--- src/rtl/fetch_pc_unit.sv ---
// Fetch stage: owns the PC, issues in-order instruction fetches under a credit limit,
// buffers responses for decode and squashes stale fetches on a redirect.
module fetch_pc_unit #(
  parameter int unsigned     XLEN      = 32,
  parameter logic [XLEN-1:0] RESET_PC  = 32'h0000_0000,
  parameter int unsigned     BUF_DEPTH = 2
) (
  input  logic            clk,
  input  logic            rst_n,
  input  logic            pc_src,
  input  logic [XLEN-1:0] pc_target,
  output logic            imem_req_valid,
  input  logic            imem_req_ready,
  output logic [XLEN-1:0] imem_req_addr,
  input  logic            imem_rsp_valid,
  input  logic [31:0]     imem_rsp_data,
  output logic            instr_valid,
  input  logic            instr_ready,
  output logic [31:0]     instr_data,
  output logic [XLEN-1:0] instr_pc
);

  localparam int unsigned PTR_W = $clog2(BUF_DEPTH);
  localparam int unsigned CNT_W = $clog2(BUF_DEPTH) + 1;
  localparam int unsigned SUM_W = CNT_W + 2;

  typedef enum logic {BOOT, RUN} state_t;

  state_t            state_q, state_d;
  logic [XLEN-1:0]   fetch_pc_q, fetch_pc_d;
  logic [CNT_W-1:0]  out_q, out_d;
  logic [CNT_W-1:0]  drop_q, drop_d;
  logic [CNT_W-1:0]  buf_cnt_q, buf_cnt_d;
  logic [PTR_W-1:0]  buf_rd_q, buf_rd_d, buf_wr_q, buf_wr_d;
  logic [PTR_W-1:0]  tag_rd_q, tag_rd_d, tag_wr_q, tag_wr_d;
  logic [XLEN-1:0]   tag_mem  [BUF_DEPTH];
  logic [31:0]       buf_data [BUF_DEPTH];
  logic [XLEN-1:0]   buf_pc   [BUF_DEPTH];

  logic              buf_pop, buf_push, accept, rsp_live, rsp_drop;
  logic [SUM_W-1:0]  credit_used;
  logic [CNT_W-1:0]  out_after, drop_after;

  // Handshakes and credit check; a same-cycle pop frees a credit immediately.
  always_comb begin
    instr_valid    = (buf_cnt_q != '0);
    buf_pop        = instr_valid && instr_ready;
    credit_used    = SUM_W'(out_q) + SUM_W'(drop_q) + SUM_W'(buf_cnt_q) - SUM_W'(buf_pop);
    imem_req_valid = (state_q == RUN) && (credit_used < SUM_W'(BUF_DEPTH));
    imem_req_addr  = fetch_pc_q;
    accept         = imem_req_valid && imem_req_ready;
    rsp_live       = imem_rsp_valid && (drop_q == '0);
    rsp_drop       = imem_rsp_valid && (drop_q != '0);
    buf_push       = rsp_live && !pc_src;
    instr_data     = buf_data[buf_rd_q];
    instr_pc       = buf_pc[buf_rd_q];
  end

  // Next-state logic: BOOT lasts one cycle, a redirect overrides PC and flushes the buffer.
  always_comb begin
    state_d    = RUN;
    fetch_pc_d = fetch_pc_q;
    buf_cnt_d  = buf_cnt_q;
    buf_rd_d   = buf_rd_q;
    buf_wr_d   = buf_wr_q;
    tag_rd_d   = tag_rd_q;
    tag_wr_d   = tag_wr_q;
    out_after  = out_q + CNT_W'(accept) - CNT_W'(rsp_live);
    drop_after = drop_q - CNT_W'(rsp_drop);
    out_d      = out_after;
    drop_d     = drop_after;

    if (accept) begin
      fetch_pc_d = fetch_pc_q + XLEN'(4);
      tag_wr_d   = tag_wr_q + PTR_W'(1);
    end
    if (imem_rsp_valid) tag_rd_d = tag_rd_q + PTR_W'(1);

    if (buf_push) buf_wr_d = buf_wr_q + PTR_W'(1);
    if (buf_pop)  buf_rd_d = buf_rd_q + PTR_W'(1);
    buf_cnt_d = buf_cnt_q + CNT_W'(buf_push) - CNT_W'(buf_pop);

    if (pc_src) begin
      fetch_pc_d = pc_target & ~XLEN'(3);
      drop_d     = drop_after + out_after;
      out_d      = '0;
      buf_cnt_d  = '0;
      buf_rd_d   = '0;
      buf_wr_d   = '0;
    end
  end

  always_ff @(posedge clk) begin
    if (!rst_n) begin
      state_q    <= BOOT;
      fetch_pc_q <= RESET_PC;
      out_q      <= '0;
      drop_q     <= '0;
      buf_cnt_q  <= '0;
      buf_rd_q   <= '0;
      buf_wr_q   <= '0;
      tag_rd_q   <= '0;
      tag_wr_q   <= '0;
    end else begin
      state_q    <= state_d;
      fetch_pc_q <= fetch_pc_d;
      out_q      <= out_d;
      drop_q     <= drop_d;
      buf_cnt_q  <= buf_cnt_d;
      buf_rd_q   <= buf_rd_d;
      buf_wr_q   <= buf_wr_d;
      tag_rd_q   <= tag_rd_d;
      tag_wr_q   <= tag_wr_d;
    end
  end

  // Tag FIFO holds the PC of every fetch still in flight, including ones to be dropped.
  always_ff @(posedge clk) begin
    if (!rst_n) begin
      tag_mem  <= '{default: '0};
      buf_data <= '{default: '0};
      buf_pc   <= '{default: '0};
    end else begin
      if (accept) tag_mem[tag_wr_q] <= fetch_pc_q;
      if (buf_push) begin
        buf_data[buf_wr_q] <= imem_rsp_data;
        buf_pc[buf_wr_q]   <= tag_mem[tag_rd_q];
      end
    end
  end

  a_no_overflow: assert property (@(posedge clk) disable iff (!rst_n)
    !(buf_push && !buf_pop && (buf_cnt_q == CNT_W'(BUF_DEPTH))));

endmodule
--- config.mk ---
export PLATFORM = sky130hd
export DESIGN_NAME = fetch_pc_unit
export DESIGN_NICKNAME = d
export VERILOG_FILES = /design/src/rtl/fetch_pc_unit.sv
export SDC_FILE = /design/constraint.sdc
export NUM_CORES = 1
export LEC_CHECK = 0
export ABC_AREA = 1
export BUFFER_PORTS_ARGS = -buffer_cell sky130_fd_sc_hd__buf_2
export CAP_MARGIN = 20
export CORE_MARGIN = 2
export CORE_UTILIZATION = 45
export CTS_BUF_LIST = sky130_fd_sc_hd__clkbuf_8 sky130_fd_sc_hd__clkbuf_16
export DETAILED_ROUTE_END_ITERATION = 6
export PLACE_DENSITY_LB_ADDON = 0.3
export SLEW_MARGIN = 25
export SYNTH_ARGS = -nofsm -noshare
export SYNTH_HDL_FRONTEND = slang
export SYNTH_SLANG_ARGS = --single-unit
export TNS_END_PERCENT = 100
--- constraint.sdc ---
create_clock -name clk -period 5.85 [get_ports clk]
set_clock_uncertainty 0.05 [all_clocks]
set_input_delay 0.2925 -clock clk [delete_from_list [all_inputs] [get_ports clk]]
set_output_delay 0.2925 -clock clk [all_outputs]
set_load 0.005 [all_outputs]
==> flow_metrics.env <==
export IMPL_status="complete, no violations"
export IMPL_numPortBuffers=161
export IMPL_hp_class="in2reg"
export IMPL_grt_overall_usage_pct=21.7
export IMPL_worst_hold_path_num_cells=5
export IMPL_drtPass1Iterations=5
export IMPL_final_hold_viol_count=0
export IMPL_start_util_pct=45.7
export IMPL_layout_cells_sized_above_1_pct=15.4
export IMPL_power_per_cell_area_nw_per_um2=347
export IMPL_remaining_drc_errors=0
export IMPL_grt_remaining_overflow=0
export IMPL_reg2reg_to="tag_mem[15]"
export IMPL_worst_hold_startpoint="pc_target[14]"
export IMPL_totalWireLength_um=26000
export IMPL_worstMarginPinSlew_ns=0.898
export IMPL_first_pass_grt_wire_length_um=42700
export IMPL_timing_critical_path_slowest_cell_delay_ns=0.43
export IMPL_grt_start_max_net_pins=101
export IMPL_worst_slew_margin_rel_pct=40.2
export IMPL_ys_flop_type="sky130_fd_sc_hd__dfxtp_1"
export IMPL_cp_data_required_time_ns=6.24
export IMPL_fillerInstances=2142
export IMPL_cts_resized=0
export IMPL_n_antenna_cell=0
export IMPL_detail_route_vias_per_cell=5.09
export IMPL_boundaryPins=168
export IMPL_ys_ff_latch=225
export IMPL_largest_fanout_on_the_critical_path=39
export IMPL_max_clock_path_buffers=3
export IMPL_hold_path_endpoint="imem_req_addr[14]"
export IMPL_yosys_area_top_type="sky130_fd_sc_hd__dfxtp_1"
export IMPL_layout_nets=1616
export IMPL_power_leakage_nw=4.95
export IMPL_number_of_antenna_violations_at_the_first_check_in_global_routing=0
export IMPL_die_h_um=153
export IMPL_htree_num_levels=1
export IMPL_final_hold_slack_ns=0.0276
export IMPL_synth_edf_count=0
export IMPL_syn2layout_area_growth_pct=19.8
export IMPL_cp_end_kind="flip-flop"
export IMPL_synth_warnings=0
export IMPL_crit_path_cell_trace="or2_2 -> nand2_1 -> inv_1 -> nand2_1 -> nand2_1 -> ha_1 -> a21o_1 -> ha_1 -> fa_1 -> inv_1 -> nand2_1 -> nor2_1 -> nand3_1 -> inv_2 -> nand2_1 -> inv_1 -> buf_4 -> o21ai_0 -> a21oi_1"
export IMPL_synth_most_common_cell="sky130_fd_sc_hd__nand2_1"
export IMPL_timing_worst_setup_path_type="reg2reg"
export IMPL_crit_path_frequent_cell="sky130_fd_sc_hd__nand2_1"
export IMPL_timing_final_max_slew_violations=0
export IMPL_critPathArrivalTime_ns=4.80
export IMPL_worst_r2r_cell_count=19
export IMPL_dr_first_iter_drc_count=643
export IMPL_holdBufCountCts=38
export IMPL_totalNegativeSetupSlack_ns=0
export IMPL_ranking_of_synthesized_cells_by_area="sky130_fd_sc_hd__dfxtp_1, sky130_fd_sc_hd__nand2_1, sky130_fd_sc_hd__o21ai_0, sky130_fd_sc_hd__a21oi_1, sky130_fd_sc_hd__inv_1"
export IMPL_via_count_of_the_routed_design=9316
export IMPL_cap_violations=0
export IMPL_synth_distinct_cells=33
export IMPL_clkLatencyLatePin_ns=0.52
export IMPL_crit_path_top_delay_cell="sky130_fd_sc_hd__fa_1"
export IMPL_ir_drop_mv=0.176
export IMPL_die_width_um=153
export IMPL_fp_coreArea_um2=21800
export IMPL_syn_area_per_cell_um2=7.17
export IMPL_post_cts_buffers=0
export IMPL_netlist_top_cells_count="sky130_fd_sc_hd__nand2_1, sky130_fd_sc_hd__dfxtp_1, sky130_fd_sc_hd__o21ai_0"
export IMPL_post_route_period_util_pct=75.3
export IMPL_timing_rr_start="buf_cnt_q[1]"
export IMPL_critPathLaunchType="flip-flop"
export IMPL_finalWeightedCongestion=0.911
export IMPL_rsz0062_at_grt="false"
export IMPL_cts_tree="yes"
export IMPL_fmax_mhz=227
export IMPL_post_drt_wl_per_cell_um=14.2
export IMPL_grt_pass1_vias=8580
export IMPL_cts_sink_count=225
export IMPL_full_die_area_um2=23400
export IMPL_synth_top_area_share_pct=45.1
export IMPL_route_antenna_remaining_nets=0
export IMPL_detailed_place_hpwl_um=16500
export IMPL_regToRegSetupSlack_ns=1.44
export IMPL_postSynthCellCount=1391
export IMPL_finalSetupViolations=0
export IMPL_async_flop_share_pct=0
export IMPL_post_synth_instance_area_um2=9980
export IMPL_cts_bufs_inserted=25
export IMPL_clk_transition_reported_paths_ns=0.06
export IMPL_cts_root_buffer="sky130_fd_sc_hd__clkbuf_16"
export IMPL_row_count=54
export IMPL_p_total_mw=4.14
export IMPL_synth_yosys_seq_area_share_pct=45.1
export IMPL_layout_min_cycle_time_ns=4.41
-- cells by family (layout without fill, tap and decap cells) --
kind of cell	Yosys count	after routing	synth area share [%]
AOI/OAI and AO/OA	428	428	21.6
DFF	225	225	45.1
buffers and inverters	234	392	9.92
xor gates and xnor gates	17	17	1.49
adders and majority gates	11	11	1.53
and+or+nand+nor	456	456	18.1
other	1	4	0.0376
muxes	19	19	2.14
-- routing by layer --
| layer | vias to the layer above | global-route usage (%) | part of all wire [%] |
|---|---|---|---|
| met3 | 47 | 2.86 | 5.9 |
| li1 | 4766 | - | - |
| met5 | - | 0 | 0 |
| met1 | 4222 | 30.9 | 48 |
| met2 | 281 | 34.5 | 43 |
| met4 | 0 | 5.95 | 2.3 |
-- power breakdown --
group / switching, mW / total, mW / internal, mW
registers: 0.0963 / 1.80 / 1.71
logic: 0.490 / 0.808 / 0.318
clock network: 0.620 / 1.53 / 0.910
total: 1.21 / 4.14 / 2.94
-- worst max-delay path: cells and delay by family (launching register included) --
kind                       cells  cell delay (ns)
and+or+nand+nor                8             1.39
buffers and inverters          5             1.16
adders and majority gates      3             0.89
AOI/OAI and AO/OA              3             0.47
DFF                            1             0.35
-- area by class of cell --
cell class	count	area (um^2)	share of cell area, %
Clock buffer	32	722	6.04
Clock inverter	12	87.6	0.733
Inverter	140	526	4.40
Multi-Input combinational cell	935	4500	37.6
Sequential cell	225	4510	37.7
Tap cell	280	350	2.93
Timing Repair Buffer	208	1260	10.5
-- per-stage QoR --
| step | setup WS [ns] | std cells | utilization (%) | instance area, um^2 |
|---|---|---|---|---|
| after floorplan | 2.15 | 1394 | - | 9990 |
| after global placement | 1.57 | 1750 | 49.3 | 10800 |
| after detailed placement | 1.49 | 1750 | 49.3 | 10800 |
| after CTS | 1.45 | 1832 | 54.7 | 11900 |
| after global routing | 1.03 | 1832 | 54.7 | 11900 |
| final | 1.44 | 1832 | 54.7 | 11900 |
-- sequential cells by signal (all words and copies together), names as in the netlist --
name	flops
buf_cnt_q	2
buf_data	64
buf_pc	60
buf_rd_q	1
buf_wr_q	1
drop_q	2
imem_req_addr	30
out_q	2
state_q	1
tag_mem	60
tag_rd_q	1
tag_wr_q	1
-- worst max path at each step --
| stage | startpoint | to | slack, ns | cells after the start |
|---|---|---|---|---|
| finish | buf_cnt_q[1] | tag_mem[15] | 1.44 | 19 |
| CTS | buf_cnt_q[1] | tag_mem[12] | 1.45 | 19 |
| global route | buf_cnt_q[1] | tag_mem[20] | 1.03 | 19 |
| floorplan | buf_cnt_q[1] | drop_q[1] | 2.15 | 23 |
| global placement | buf_cnt_q[1] | tag_mem[25] | 1.57 | 19 |
| detailed placement | buf_cnt_q[1] | tag_mem[21] | 1.49 | 19 |
-- cell usage in the layout (no fill, tap or decap), types with 2 or more instances in the layout --
cell type,count
sky130_fd_sc_hd__a31oi_1,2
sky130_fd_sc_hd__dlygate4sd3_1,38
sky130_fd_sc_hd__clkbuf_8,7
sky130_fd_sc_hd__xor2_1,12
sky130_fd_sc_hd__clkbuf_16,25
sky130_fd_sc_hd__a21oi_1,201
sky130_fd_sc_hd__nand3b_1,4
sky130_fd_sc_hd__ha_1,9
sky130_fd_sc_hd__clkinv_2,2
sky130_fd_sc_hd__nand2_2,2
sky130_fd_sc_hd__buf_2,160
sky130_fd_sc_hd__dfxtp_1,223
sky130_fd_sc_hd__mux2_2,19
sky130_fd_sc_hd__a22oi_1,3
sky130_fd_sc_hd__inv_2,4
sky130_fd_sc_hd__xnor2_1,5
sky130_fd_sc_hd__buf_4,10
sky130_fd_sc_hd__nand2_1,330
sky130_fd_sc_hd__nand4_1,2
sky130_fd_sc_hd__inv_1,142
sky130_fd_sc_hd__nor2_1,79
sky130_fd_sc_hd__conb_1,4
sky130_fd_sc_hd__nand3_1,33
sky130_fd_sc_hd__fa_1,2
sky130_fd_sc_hd__o21ai_0,219
No activity file was read; power rests on OpenSTA's default activity.
